--- src/rtl/sst_sequencer.sv ---
// Save-state sequencer: initiator on the mapper save-state register bus.
// Save copies mapper registers 0..REG_CNT-1 into an external state buffer.
// Restore checks the stored mapper index and then writes every other stored
// byte back into the mapper, each write held across a falling M2 edge.
//
// Ports:
//   clk, rst_n          system clock, async active-low reset
//   m2                  CPU M2 (async, synchronised here)
//   start, mode         command strobe; mode 0 = save, 1 = restore
//   busy, done, err     status (err sticky until next accepted start)
//   sst_act/we_reg/addr/dato, sst_di   mapper save-state bus
//   buf_addr/we/dout, buf_din          state buffer (1-clk read latency)
module sst_sequencer #(
    parameter int unsigned REG_CNT    = 128,
    parameter int unsigned IDX_ADDR   = 127,
    parameter int unsigned M2_TIMEOUT = 1023
) (
    input  logic       clk,
    input  logic       rst_n,
    input  logic       m2,
    input  logic       start,
    input  logic       mode,
    output logic       busy,
    output logic       done,
    output logic [1:0] err,
    output logic       sst_act,
    output logic       sst_we_reg,
    output logic [7:0] sst_addr,
    output logic [7:0] sst_dato,
    input  logic [7:0] sst_di,
    output logic [7:0] buf_addr,
    output logic       buf_we,
    output logic [7:0] buf_dout,
    input  logic [7:0] buf_din
);

    localparam int unsigned AW = 8;
    localparam int unsigned TW = $clog2(M2_TIMEOUT + 1);

    localparam logic [AW-1:0] LAST_A   = AW'(REG_CNT - 1);
    localparam logic [AW-1:0] IDX_A    = AW'(IDX_ADDR);
    localparam logic [TW-1:0] TMO_LAST = TW'(M2_TIMEOUT - 1);

    localparam logic [1:0] ERR_NONE = 2'd0;
    localparam logic [1:0] ERR_IDX  = 2'd1;
    localparam logic [1:0] ERR_TMO  = 2'd2;

    localparam logic [3:0] ST_IDLE    = 4'd0;
    localparam logic [3:0] ST_SV_ADDR = 4'd1;
    localparam logic [3:0] ST_SV_CAP  = 4'd2;
    localparam logic [3:0] ST_RS_IDX  = 4'd3;
    localparam logic [3:0] ST_RS_CHK  = 4'd4;
    localparam logic [3:0] ST_RS_RD   = 4'd5;
    localparam logic [3:0] ST_RS_LAT  = 4'd6;
    localparam logic [3:0] ST_RS_WR   = 4'd7;
    localparam logic [3:0] ST_RS_HOLD = 4'd8;
    localparam logic [3:0] ST_FIN     = 4'd9;

    logic [3:0]    state_q, state_d;
    logic [AW-1:0] a_q, a_d;
    logic [TW-1:0] tmo_q, tmo_d;
    logic          m2_q1, m2_q2;
    logic          m2_fall_c;

    logic          busy_d, done_d, act_d, we_d, buf_we_d;
    logic [1:0]    err_d;
    logic [AW-1:0] sst_addr_d, sst_dato_d, buf_addr_d, buf_dout_d;

    // M2 synchroniser and falling-edge detect
    always_ff @(posedge clk or negedge rst_n) begin
        if (!rst_n) begin
            m2_q1 <= 1'b0;
            m2_q2 <= 1'b0;
        end else begin
            m2_q1 <= m2;
            m2_q2 <= m2_q1;
        end
    end

    assign m2_fall_c = m2_q2 & ~m2_q1;

    // State, counters and registered outputs
    always_ff @(posedge clk or negedge rst_n) begin
        if (!rst_n) begin
            state_q    <= ST_IDLE;
            a_q        <= '0;
            tmo_q      <= '0;
            busy       <= 1'b0;
            done       <= 1'b0;
            err        <= ERR_NONE;
            sst_act    <= 1'b0;
            sst_we_reg <= 1'b0;
            sst_addr   <= '0;
            sst_dato   <= '0;
            buf_addr   <= '0;
            buf_we     <= 1'b0;
            buf_dout   <= '0;
        end else begin
            state_q    <= state_d;
            a_q        <= a_d;
            tmo_q      <= tmo_d;
            busy       <= busy_d;
            done       <= done_d;
            err        <= err_d;
            sst_act    <= act_d;
            sst_we_reg <= we_d;
            sst_addr   <= sst_addr_d;
            sst_dato   <= sst_dato_d;
            buf_addr   <= buf_addr_d;
            buf_we     <= buf_we_d;
            buf_dout   <= buf_dout_d;
        end
    end

    // Next state and next output values
    always_comb begin
        state_d    = state_q;
        a_d        = a_q;
        tmo_d      = tmo_q;
        busy_d     = busy;
        done_d     = 1'b0;
        err_d      = err;
        act_d      = sst_act;
        we_d       = sst_we_reg;
        sst_addr_d = sst_addr;
        sst_dato_d = sst_dato;
        buf_addr_d = buf_addr;
        buf_we_d   = 1'b0;
        buf_dout_d = buf_dout;

        case (state_q)
            ST_IDLE: begin
                if (start) begin
                    err_d  = ERR_NONE;
                    a_d    = '0;
                    busy_d = 1'b1;
                    act_d  = 1'b1;
                    if (mode) begin
                        state_d    = ST_RS_IDX;
                        sst_addr_d = IDX_A;
                        buf_addr_d = IDX_A;
                    end else begin
                        state_d    = ST_SV_ADDR;
                        sst_addr_d = '0;
                    end
                end
            end

            // sst_addr has settled for a full clk; capture the readback
            ST_SV_ADDR: begin
                state_d    = ST_SV_CAP;
                buf_addr_d = a_q;
                buf_dout_d = sst_di;
                buf_we_d   = 1'b1;
            end

            ST_SV_CAP: begin
                if (a_q == LAST_A) begin
                    state_d = ST_FIN;
                    done_d  = 1'b1;
                    busy_d  = 1'b0;
                    act_d   = 1'b0;
                end else begin
                    a_d        = a_q + AW'(1);
                    sst_addr_d = a_q + AW'(1);
                    state_d    = ST_SV_ADDR;
                end
            end

            ST_RS_IDX: state_d = ST_RS_CHK;

            // buf_din now holds the stored index; sst_di the live one
            ST_RS_CHK: begin
                if (buf_din != sst_di) begin
                    err_d   = ERR_IDX;
                    busy_d  = 1'b0;
                    act_d   = 1'b0;
                    state_d = ST_IDLE;
                end else begin
                    a_d        = '0;
                    buf_addr_d = '0;
                    state_d    = ST_RS_RD;
                end
            end

            // buf_addr == a during this state; the index register is skipped
            ST_RS_RD: begin
                if (a_q == IDX_A) begin
                    if (a_q == LAST_A) begin
                        state_d = ST_FIN;
                        done_d  = 1'b1;
                        busy_d  = 1'b0;
                        act_d   = 1'b0;
                    end else begin
                        a_d        = a_q + AW'(1);
                        buf_addr_d = a_q + AW'(1);
                    end
                end else begin
                    state_d = ST_RS_LAT;
                end
            end

            ST_RS_LAT: begin
                sst_dato_d = buf_din;
                sst_addr_d = a_q;
                we_d       = 1'b1;
                tmo_d      = '0;
                state_d    = ST_RS_WR;
            end

            ST_RS_WR: begin
                if (m2_fall_c) begin
                    state_d = ST_RS_HOLD;
                end else if (tmo_q == TMO_LAST) begin
                    we_d    = 1'b0;
                    err_d   = ERR_TMO;
                    busy_d  = 1'b0;
                    act_d   = 1'b0;
                    state_d = ST_IDLE;
                end else begin
                    tmo_d = tmo_q + TW'(1);
                end
            end

            // One extra clk of write strobe covers synchroniser skew
            ST_RS_HOLD: begin
                we_d = 1'b0;
                if (a_q == LAST_A) begin
                    state_d = ST_FIN;
                    done_d  = 1'b1;
                    busy_d  = 1'b0;
                    act_d   = 1'b0;
                end else begin
                    a_d        = a_q + AW'(1);
                    buf_addr_d = a_q + AW'(1);
                    state_d    = ST_RS_RD;
                end
            end

            ST_FIN: state_d = ST_IDLE;

            default: state_d = ST_IDLE;
        endcase
    end

endmodule

--- config.mk ---
export PLATFORM = sky130hd
export DESIGN_NAME = sst_sequencer
export DESIGN_NICKNAME = d
export VERILOG_FILES = /design/src/rtl/sst_sequencer.sv
export SDC_FILE = /design/constraint.sdc
export NUM_CORES = 1
export LEC_CHECK = 0
export BUFFER_PORTS_ARGS = -buffer_cell sky130_fd_sc_hd__buf_2
export CAP_MARGIN = 20
export CORE_ASPECT_RATIO = 1.1
export CORE_MARGIN = 8
export CORE_UTILIZATION = 45
export DETAILED_ROUTE_END_ITERATION = 8
export GPL_ROUTABILITY_DRIVEN = 0
export HOLD_SLACK_MARGIN = 0.03
export PLACE_DENSITY = 0.66
export SYNTH_ARGS = -nofsm -noshare
export SYNTH_HDL_FRONTEND = slang
export SYNTH_SLANG_ARGS = --single-unit
--- constraint.sdc ---
create_clock -name clk -period 2.45 [get_ports clk]
set_input_delay 0.49 -clock clk [delete_from_list [all_inputs] [get_ports clk]]
set_output_delay 0.49 -clock clk [all_outputs]
set_load 0.05 [all_outputs]
# [After elaboration in Yosys (flattened, before gate mapping)]
# Index checks and enable logic that the tools add are counted.
[word_totals] ff_bits=62 latchBits=0 ramBits=0 mem_bits_ro=0 input_bits=21 out_inout_bits=39 word_cells=96 n_memories=0
[classes] addsub=2 multipliers=0 n_div=0 n_lt_le_gt_ge=0 eq_ne=23 shifts=0 n_mux=37 n_bitwise=2 n_reduce_logical=18
[ops] op="$mux 8" count=6
[ops] op="$pmux 8 s3" count=2
[ops] op="$pmux 4 s9" count=1
[ops] op="$pmux 8 s4" count=1
[ops] op="$mux 4" count=6
[ops] op="$mux 10" count=2
[ops] op="$ne 2x2->1 const B" count=10
[ops] op="$pmux 10 s2" count=1
[ops] op="$eq 4x3->1 const B" count=4
[ops] op="$reduce_bool 3->1" count=4
[ops] op="$add 10x1->10 const B" count=1
[ops] op="$eq 10x10->1 const B" count=1
[ops] op="$mux 2" count=5
[ops] op="$reduce_and 5->1" count=2
[ops] op="$reduce_and 3->1" count=3
[ops] op="$add 8x1->8 const B" count=1
[ops] op="$eq 4x2->1 const B" count=2
[ops] op="$eq 8x7->1 const B" count=1
[ops] op="$mux 1" count=8
[ops] op="$ne 8x8->1" count=1
[ops] op="$reduce_bool 4->1" count=2
[ops] op="$mux 7" count=1
[ops] op="$pmux 2 s3" count=1
[ops] op="$reduce_and 6->1" count=1
[ops] op="15 further kinds" count=15

# [Longest topological paths before layout]
# Gate-level depths: netlist of the first run.
[depth] depth_word=4 mapped_depth=8 depth_no_buf=7

# [Worst setup path after synthesis of the first run]
# OpenSTA, ideal clock, no wires.
[synth_timing] kind="register to register" startpoint="register a_q[1]" endpoint="register state_q[2]" setup_time_ns=0.131 t_arrival_ns=1.858 required_time_ns=2.319 setup_slack_ns=0.460 path_stages_with_launch=8 n_path_buf=1 synth_period_minus_slack_ns=1.990 cell_sequence="dfrtp_1 ha_1 nand4_2 or3_1 buf_6 a211oi_2 nor3_1 or3_1"
[synth_via] elab_chain_len=3 elab_cells_between_ends=4 classes_between="1 x eq/ne; 3 x mux"
[synth_rtl] item="start: declaration" line_no="60" text="logic [AW-1:0] a_q, a_d;"
[synth_rtl] item="start signal: assignment" line_no="86" text="a_q <= '0;"
[synth_rtl] item="start signal: assignment" line_no="100" text="a_q <= a_d;"
[synth_rtl] item="$eq 8x7->1 (*)" line_no="188, 189, 228"
[synth_rtl] item="$mux 4, on equally long branches" line_no="228, 188"
[synth_rtl] item="$pmux 4 s9 (*)" line_no="131" text="case (state_q)"
[synth_rtl] item="end signal: assignment" line_no="99" text="state_q <= state_d;"
[synth_rtl] item="end: declaration" line_no="59" text="logic [3:0] state_q, state_d;"
# Mark *: on every way between the ends. The rest lies on a longest branch, timed or not.
# A chain may end at the register's enable or synchronous reset.

# [Worst setup path after layout of the first run]
[layout_timing] startpoint="register a_q[0]" endpoint="register state_q[2]"
# Same word-level chain as after synthesis.

==> flow_metrics.py, run 1 <==
metrics = {
    "clocking": {
        "cts_root_buf": "clkbuf_8",
        "post_cts_resized": 0,
        "htreeDepth": 3,
        "clk_latency_ns": 0.34,
        "cts.sink_count": 62,
        "postCtsHoldBufs": 0,
        "cts_tree": "yes",
        "cts_buffers": 9,
        "cts.path.max_buffers": 2,
        "path_clk_slew_ns": 0.07,
        "post-cts-setup-buffer-count": 0,
    },
    "floorplanning": {
        "die_h_um": 109,
        "start_util_pct": 45.4,
        "rows": 34,
        "io_pins": 60,
        "die_area_sq_mm": 0.0109,
        "coreArea_sq_mm": 0.00774,
        "die_w_um": 100,
    },
    "pwr": {
        "vdd_ir_drop_max_v": 0.000785,
        "p_per_area_mw_per_mm2": 1370,
        "p_leak_nw": 1.93,
        "p_total_mw": 5.70,
    },
    "logic_synthesis": {
        "ys_async_sr_fraction_pct": 100,
        "synth_commonest_cells": "62 x dfrtp_1, 52 x nand2_1, 29 x nor2_1",
        "synth_edf_count": 0,
        "synth_flop_cell": "dfrtp_1",
        "yosys-top-cells-area": "dfrtp_1 44%, nand2_1 5.6%, xnor2_1 3.5%",
        "syn_area_sq_mm": 0.00351,
        "ys_types": 64,
        "yosysTopAreaCell": "dfrtp_1",
        "syn_inst": 372,
        "post-synth-top-count-cell": "dfrtp_1",
        "syn_nets": 396,
        "yosys_warnings": 0,
        "syn_avg_cell_area_sq_um": 9.45,
        "ys_seq_area_share_pct": 44.1,
        "synth_top_area_share_pct": 44.1,
        "ys_seq_elements": 62,
    },
    "sta": {
        "setup_viol_count_final": 0,
        "min_period_ns": 2.24,
        "report.final.slew_viol_count": 0,
        "skew_ns": 0.00808,
        "worst_pin_slew_ns": 0.775,
        "fin_crit_sh_pct": 91.5,
        "finalSetupTns_ns": 0,
        "max_freq_mhz": 446,
        "timing.final.ws_setup_ns": 0.208,
        "rsz0062_at_grt": "no",
        "hold_viol_final": 0,
        "slew_headroom_pct": 48.3,
    },
    "global_routing": {
        "grtUsageTotal_pct": 16.5,
        "grt_pass1_wl_mm": 14.3,
        "grt_pass1_vias": 3034,
        "antenna_found_initial": 0,
        "grt_max_degree": 63,
        "grt_overflow_total": 0,
    },
    "final_layout": {
        "final_layout_size_suffix_gt1_share_pct": 25.9,
        "largest_reg_flops": 10,
        "antennaDiodeCount": 0,
        "final_nets": 456,
        "n_fill_cell": 752,
        "area_growth_pct": 18.1,
        "regMostFlops": "tmo_q",
    },
    "routing": {
        "vias_per_cell": 5.38,
        "drc": 0,
        "wl_per_cell_um": 15.6,
        "dr.pass1.iters": 5,
        "ant_nets": 0,
        "drtIter0Drc": 157,
        "wl_mm": 8.46,
        "vias": 2925,
    },
    "placed_design": {
        "portBuffers": 59,
        "dp_slack_ns": 0.218,
        "hpwl_mm": 6.19,
    },
    "hold_path": {
        "hp-class": "in2reg",
        "min_path_cells": 1,
        "whs_endpoint": "m2_q1",
        "min_from": "m2",
    },
    "worst_setup_path": {
        "r2r-end": "state_q[2]",
        "worst_r2r_startpoint": "a_q[0]",
        "path_max_fanout": 7,
        "cp.required_ns": 2.67,
        "path_class": "reg2reg",
        "cp-end-kind": "register",
        "reg2regPathDepth": 6,
        "worst_ep_arrival_time_ns": 2.46,
        "ff2ff_setup_slack_ns": 0.21,
        "worstSetupStartpointType": "register",
    },
    "job": {
        "maxCapViolations": 0,
    },
    "run_status": {
        "status": "finished clean",
    },
}
-- how the worst max path moves through the flow --
stage	endpoint	cells after the start	slack [ns]	start
final	state_q[2]	6	0.21	a_q[0]
after global placement	state_q[2]	6	0.27	a_q[0]
after detailed placement	state_q[2]	6	0.22	a_q[0]
after global routing	state_q[2]	6	0.09	a_q[0]
after floorplan	state_q[2]	7	0.46	a_q[1]
after CTS	state_q[2]	6	0.21	a_q[0]
-- critical path, stage by stage (launching register included) --
cell	delay [ns]
dfrtp_1	0.47
ha_1	0.32
nand4_2	0.17
or3_1	0.51
a211oi_2	0.25
nor3_1	0.05
or3_1	0.34
-- metrics by stage --
step	std cells	util, %	hold slack (ns)	instance area (sq um)
CTS	544	53.6	0.261	4150
global route	544	53.6	0.254	4150
finish	544	53.6	0.268	4150
detailed placement	529	50.7	0.367	3930
global placement	529	50.7	0.367	3930
floorplan	372	-	0.194	3510
-- final cells by class --
type                    count  area, sq um  area share (%)
multi-input cells         276         1790            43.1
flip-flops and latches     62         1550            37.4
repair buffers             74          420            10.1
clock buffers              11          151            3.65
well taps                 108          135            3.26
clock inverters             4         70.1            1.69
inverters                   9         33.8           0.814
-- logic make-up (layout without fill, tap and decap cells) --
logic type | Yosys count | in the layout | share of synthesized area [%]
flops | 62 | 62 | 44.1
simple gates | 149 | 149 | 21.4
compound gates | 83 | 83 | 16.9
mux | 19 | 19 | 6.02
fa+ha+maj | 3 | 3 | 1.07
xor+xnor | 22 | 22 | 5.48
buf+inv | 34 | 98 | 4.98
-- per-layer routing --
metal  routed length, um  GRT usage [%]  up-vias
li1                    -              -     1438
met1                3530           19.2     1381
met2                4240           27.1       85
met3                 441           4.41       21
met4                 252           9.84        0
met5                   0              0        -
-- layout by cell type, fill, tap and decap left out, types with 2 or more instances in the layout --
cell type  count
dfrtp_1       62
buf_2         59
nand2_1       52
nor2_1        29
o21ai_0       17
xnor2_1       14
buf_4         14
nor3_1        13
a21oi_1       12
o31ai_1       12
clkbuf_8      11
mux2_2        10
nand3_1        8
xor2_1         8
inv_1          7
mux2_1         7
or3_1          6
and3_1         6
nor2b_1        5
and2_1         5
a211oi_1       5
a21o_1         5
nand4_1        4
o21ai_1        4
nand2b_1       3
o21a_1         3
nor4_1         3
ha_1           3
inv_2          2
a22oi_1        2
a21boi_0       2
nor3b_1        2
a211o_1        2
nand3_2        2
o22ai_1        2
o32a_1         2
o211ai_1       2
mux2i_1        2
clkinv_2       2
bufinv_16      2
-- power by group --
part / internal (mW) / switching (mW)
registers: 1.36 / 0.295
clock network: 0.619 / 0.389
logic: 0.970 / 2.07
total: 2.95 / 2.75
Power figures use the tool's default switching activity.
==> inputs of run 2 (changes only) <==
--- a/config.mk
+++ b/config.mk
@@ -9,11 +9,11 @@
 export CAP_MARGIN = 20
 export CORE_ASPECT_RATIO = 1.1
 export CORE_MARGIN = 8
-export CORE_UTILIZATION = 45
+export CORE_UTILIZATION = 56
 export DETAILED_ROUTE_END_ITERATION = 8
 export GPL_ROUTABILITY_DRIVEN = 0
-export HOLD_SLACK_MARGIN = 0.03
-export PLACE_DENSITY = 0.66
+export HOLD_SLACK_MARGIN = 0.08
+export PLACE_DENSITY = 0.8
 export SYNTH_ARGS = -nofsm -noshare
 export SYNTH_HDL_FRONTEND = slang
 export SYNTH_SLANG_ARGS = --single-unit
==> flow_metrics.py, run 2 (synthesis results as in run 1) <==
metrics = {
    "clocking": {
        "cts_root_buf": "clkbuf_8",
        "path_clk_slew_ns": 0.07,
        "htreeDepth": 3,
        "clk_latency_ns": 0.34,
        "post-cts-setup-buffer-count": 0,
        "postCtsHoldBufs": 0,
        "cts_tree": "yes",
        "cts_buffers": 9,
        "post_cts_resized": 0,
        "cts.sink_count": 62,
        "cts.path.max_buffers": 2,
    },
    "sta": {
        "worst_pin_slew_ns": 0.797,
        "fin_crit_sh_pct": 94.5,
        "finalSetupTns_ns": 0,
        "skew_ns": 0.0146,
        "slew_headroom_pct": 46.9,
        "setup_viol_count_final": 0,
        "rsz0062_at_grt": "no",
        "max_freq_mhz": 432,
        "hold_viol_final": 0,
        "report.final.slew_viol_count": 0,
        "timing.final.ws_setup_ns": 0.135,
        "min_period_ns": 2.32,
    },
    "final_layout": {
        "antennaDiodeCount": 0,
        "finish.utilization_pct": 66.6,
        "fin_area_sq_mm": 0.00408,
        "largest_reg_flops": 10,
        "regMostFlops": "tmo_q",
        "layout_commonest_cell": "dfrtp_1",
        "layout_common_cells": "62 x dfrtp_1, 59 x buf_2, 52 x nand2_1, 29 x nor2_1, 17 x o21ai_0",
        "area_growth_pct": 16.0,
        "final_layout_size_suffix_gt1_share_pct": 24.9,
        "final_nets": 453,
    },
    "floorplanning": {
        "start_util_pct": 57.4,
        "die_h_um": 99.1,
        "die_w_um": 91.5,
        "coreArea_sq_mm": 0.00612,
        "die_area_sq_mm": 0.00907,
        "io_pins": 60,
        "rows": 30,
    },
    "worst_setup_path": {
        "slowest_stage": "or3_1",
        "cp.required_ns": 2.67,
        "worst_ep_arrival_time_ns": 2.54,
        "critPathMaxStageDelay_ns": 0.55,
        "worstSetupStartpointType": "register",
        "path_class": "reg2reg",
        "path_max_fanout": 7,
        "cpMostUsedCell": "or3_1",
        "cp-end-kind": "register",
        "cp_cell_sequence": "ha_1 -> nand4_2 -> or3_1 -> a211oi_2 -> nor3_1 -> or3_1",
    },
    "global_routing": {
        "grt_pass1_wl_mm": 14.4,
        "antenna_found_initial": 0,
        "grtUsageTotal_pct": 19.5,
        "grt_pass1_vias": 3004,
        "grt_overflow_total": 0,
        "grt_max_degree": 35,
    },
    "pwr": {
        "intPower_mw": 2.81,
        "p_clk_share_pct": 15.7,
        "p_leak_nw": 1.90,
        "pwr-share-comb_pct": 55.7,
        "power_switching_mw": 2.77,
        "p_total_mw": 5.59,
        "p_per_area_mw_per_mm2": 1370,
        "vdd_ir_drop_max_v": 0.000981,
        "seq_power_share_pct": 28.6,
        "swShare_pct": 49.6,
    },
    "routing": {
        "vias": 3039,
        "wl_mm": 8.44,
        "dr.pass1.iters": 5,
        "vias_per_cell": 5.91,
        "ant_nets": 0,
        "drtIter0Drc": 489,
        "wl_per_cell_um": 16.4,
        "drc": 0,
    },
    "run_status": {
        "status": "finished clean",
    },
    "placed_design": {
        "placed_area_sq_mm": 0.00388,
        "hpwl_mm": 6.14,
        "portBuffers": 59,
        "dp_slack_ns": 0.172,
    },
    "hold_path": {
        "hp-class": "in2async",
    },
    "job": {
        "maxCapViolations": 0,
    },
}
[run 2: cell count changes in the layout (fill, tap and decap cells not counted)]
cell and delta:
clkbuf_8 -1, buf_4 -4, clkbuf_1 +3, buf_12 +1
clkinv_4 +1, clkinv_2 -1, bufinv_16 -1
[run 2: path summary, 6_finish.rpt]
check	from	end	slack, ns	depth (start not counted)
min in group clk	m2	m2_q1	0.26	1
setup reg to reg	a_q[1]	state_q[2]	0.13	6
setup / recovery	a_q[1]	state_q[2]	0.13	6
hold reg to reg	m2_q1	m2_q2	0.38	0
max in group asynchronous	rst_n	sst_act	1.59	2
hold / removal	rst_n	sst_addr[6]	0.24	1
[run 2: power groups by stage]
| stage | clock, mW | combinational, mW | sequential [mW] |
|---|---|---|---|
| finish | 0.877 | 3.11 | 1.60 |
| global route | 0.950 | 3.34 | 1.64 |
| CTS | 0.903 | 3.12 | 1.60 |
| detailed placement | 0 | 3.11 | 1.61 |
| global placement | 0 | 3.06 | 1.59 |
| floorplan | 0 | 1.48 | 2.49 |
[run 2: routing by layer]
layer	part of all wire, %	wire length (um)	GRT usage [%]
met5	0	0	0
met4	2.3	195	9.71
met3	6.2	520	4.82
met2	48	4060	30.8
met1	43	3670	24.1
[run 2: final cells by class]
| cell class | instances | area (sq um) |
|---|---|---|
| well taps | 80 | 100 |
| clock buffers | 13 | 149 |
| inverters | 9 | 33.8 |
| repair buffers | 71 | 410 |
| multi-input cells | 276 | 1790 |
| fillers | 499 | 2040 |
| clock inverters | 3 | 43.8 |
| flip-flops and latches | 62 | 1550 |
[run 2: critical path, delay by kind of cell, from the launching register on]
kind            cells  cell delay (ns)
simple gates        4             1.14
fa+ha+maj           1             0.36
flops               1             0.44
compound gates      1             0.26
[run 2: metrics by stage]
| stage | hold slack (ns) | instances |
|---|---|---|
| after floorplan | 0.194 | 372 |
| after global placement | 0.362 | 498 |
| after detailed placement | 0.371 | 498 |
| after CTS | 0.240 | 514 |
| after global routing | 0.242 | 514 |
| final | 0.242 | 514 |
==> inputs of run 3 (changes only) <==
==> config.mk (replaced) <==
export PLATFORM = sky130hd
export DESIGN_NAME = sst_sequencer
export DESIGN_NICKNAME = d
export VERILOG_FILES = /design/src/rtl/sst_sequencer.sv
export SDC_FILE = /design/constraint.sdc
export NUM_CORES = 1
export LEC_CHECK = 0
export BUFFER_PORTS_ARGS = -buffer_cell sky130_fd_sc_hd__buf_4
export CAP_MARGIN = 20
export CORE_ASPECT_RATIO = 1.1
export CORE_MARGIN = 8
export CORE_UTILIZATION = 25
export DETAILED_ROUTE_END_ITERATION = 8
export GPL_ROUTABILITY_DRIVEN = 0
export HOLD_SLACK_MARGIN = 0.08
export SYNTH_ARGS = -nofsm -noshare
export SYNTH_HDL_FRONTEND = slang
export SYNTH_SLANG_ARGS = --single-unit
==> flow_metrics.py, run 3 (synthesis results as in run 1) <==
metrics = {
    "run_status": {
        "status": "finished clean",
    },
    "routing": {
        "dr.pass1.iters": 5,
        "ant_nets": 0,
        "vias_per_cell": 4.81,
        "drtIter0Drc": 127,
        "wl_per_cell_um": 15.2,
        "wl_mm": 9.46,
        "vias": 2997,
        "drc": 0,
    },
    "final_layout": {
        "fin_area_sq_mm": 0.00443,
        "final_layout_size_suffix_gt1_share_pct": 25.5,
        "regMostFlops": "tmo_q",
        "final_nets": 454,
        "antennaDiodeCount": 0,
        "n_fill_cell": 1423,
        "layout_common_cells": "71 x buf_4, 62 x dfrtp_1, 52 x nand2_1, 29 x nor2_1, 17 x o21ai_0",
        "largest_reg_flops": 10,
        "layout_commonest_cell": "buf_4",
        "area_growth_pct": 26.0,
    },
    "worst_setup_path": {
        "crit_family": "simple AND/OR/NAND/NOR gates",
        "worstSetupStartpointType": "register",
        "r2r-end": "state_q[2]",
        "crit_cells": 6,
        "reg2regPathDepth": 6,
        "critPathMaxStageDelay_ns": 0.51,
        "cp_cell_sequence": "ha_1 -> nand4_2 -> or3_1 -> a211oi_2 -> nor3_1 -> or3_1",
        "worst_ep_arrival_time_ns": 2.49,
        "path_max_fanout": 7,
        "ff2ff_setup_slack_ns": 0.16,
        "cp-end-kind": "register",
        "cpMostUsedCell": "or3_1",
        "path_buf_inv": 0,
        "worst_r2r_startpoint": "a_q[0]",
        "path_class": "reg2reg",
        "slowest_stage": "or3_1",
        "cp.required_ns": 2.65,
    },
    "global_routing": {
        "grt_overflow_total": 0,
        "grtUsageTotal_pct": 10.7,
        "grt_pass1_vias": 3095,
        "antenna_found_initial": 0,
        "grt_pass1_wl_mm": 15.5,
        "grt_max_degree": 63,
    },
    "sta": {
        "hold_viol_final": 0,
        "fin_crit_sh_pct": 93.6,
        "rsz0062_at_grt": "no",
        "setup_viol_count_final": 0,
        "skew_ns": 0.00581,
        "max_freq_mhz": 436,
        "worst_pin_slew_ns": 0.808,
        "finalSetupTns_ns": 0,
        "slew_headroom_pct": 46.1,
        "min_period_ns": 2.29,
        "report.final.slew_viol_count": 0,
    },
    "clocking": {
        "clk_latency_ns": 0.33,
        "cts.sink_count": 62,
        "postCtsHoldBufs": 0,
        "post-cts-setup-buffer-count": 0,
        "post_cts_resized": 0,
        "cts.path.max_buffers": 2,
        "htreeDepth": 3,
        "path_clk_slew_ns": 0.06,
        "cts_buffers": 9,
        "cts_root_buf": "clkbuf_16",
        "cts_tree": "yes",
    },
    "floorplanning": {
        "rows": 45,
        "io_pins": 60,
        "die_h_um": 140,
        "start_util_pct": 25.5,
        "coreArea_sq_mm": 0.0138,
        "die_w_um": 129,
        "die_area_sq_mm": 0.0181,
    },
    "pwr": {
        "p_clk_share_pct": 18.7,
        "p_per_area_mw_per_mm2": 1380,
        "intPower_mw": 3.19,
        "p_leak_nw": 1.98,
        "pwr-share-comb_pct": 54.8,
        "p_total_mw": 6.10,
        "swShare_pct": 47.7,
        "seq_power_share_pct": 26.5,
        "power_switching_mw": 2.91,
        "vdd_ir_drop_max_v": 0.000598,
    },
    "job": {
        "maxCapViolations": 0,
    },
    "placed_design": {
        "portBuffers": 59,
        "placed_area_sq_mm": 0.00416,
        "hpwl_mm": 6.88,
    },
    "hold_path": {
        "hp-class": "in2async",
    },
}
==> run 3: changes by cell type in the layout (fill, tap and decap cells not counted) <==
cell,change
buf_12,-1
buf_2,-59
buf_4,+61
bufinv_16,-1
clkbuf_1,-2
clkbuf_16,+9
clkbuf_8,-10
clkinv_2,+2
clkinvlp_4,+2
==> run 3: worst max path at each step <==
stage	start	end	slack (ns)
6_report	a_q[0]	state_q[2]	0.16
5_1_grt	a_q[0]	state_q[2]	0.03
4_1_cts	a_q[0]	state_q[2]	0.18
3_5_place_dp	a_q[0]	state_q[2]	0.20
3_3_place_gp	a_q[0]	state_q[2]	0.25
2_1_floorplan	a_q[1]	state_q[2]	0.46
==> run 3: routing by layer <==
layer  GRT usage [%]  vias up  part of all wire, %
met3            3.26        9                  4.8
met2            18.1       68                   50
met1            12.4     1477                   44
met5               0        -                    0
met4            4.09        0                  1.1
li1                -     1443                    -
==> run 3: final cells by class <==
cell class	instances	area, sq um	share of cell area (%)
Clock buffer	10	229	5.17
Clock inverter	6	38.8	0.876
Inverter	9	33.8	0.763
Multi-Input combinational cell	276	1790	40.4
Sequential cell	62	1550	35.0
Tap cell	188	235	5.31
Timing Repair Buffer	72	553	12.5
==> run 3: per-stage QoR <==
stage / utilization (%) / hold slack (ns) / setup slack [ns] / instances
detailed placement: 30.2 / 0.374 / 0.198 / 607
finish: 32.1 / 0.247 / 0.156 / 623
floorplan: - / 0.194 / 0.460 / 372
global route: 32.1 / 0.261 / 0.0269 / 623
CTS: 32.1 / 0.263 / 0.184 / 623
global placement: 30.2 / 0.368 / 0.250 / 607
==> run 3: power groups by stage <==
stage               sequential, mW  combinational [mW]  clock (mW)
floorplan                     2.49                1.48           0
global placement              1.62                3.33           0
detailed placement            1.64                3.37           0
CTS                           1.62                3.38        1.17
global route                  1.67                3.57        1.21
finish                        1.62                3.34        1.14
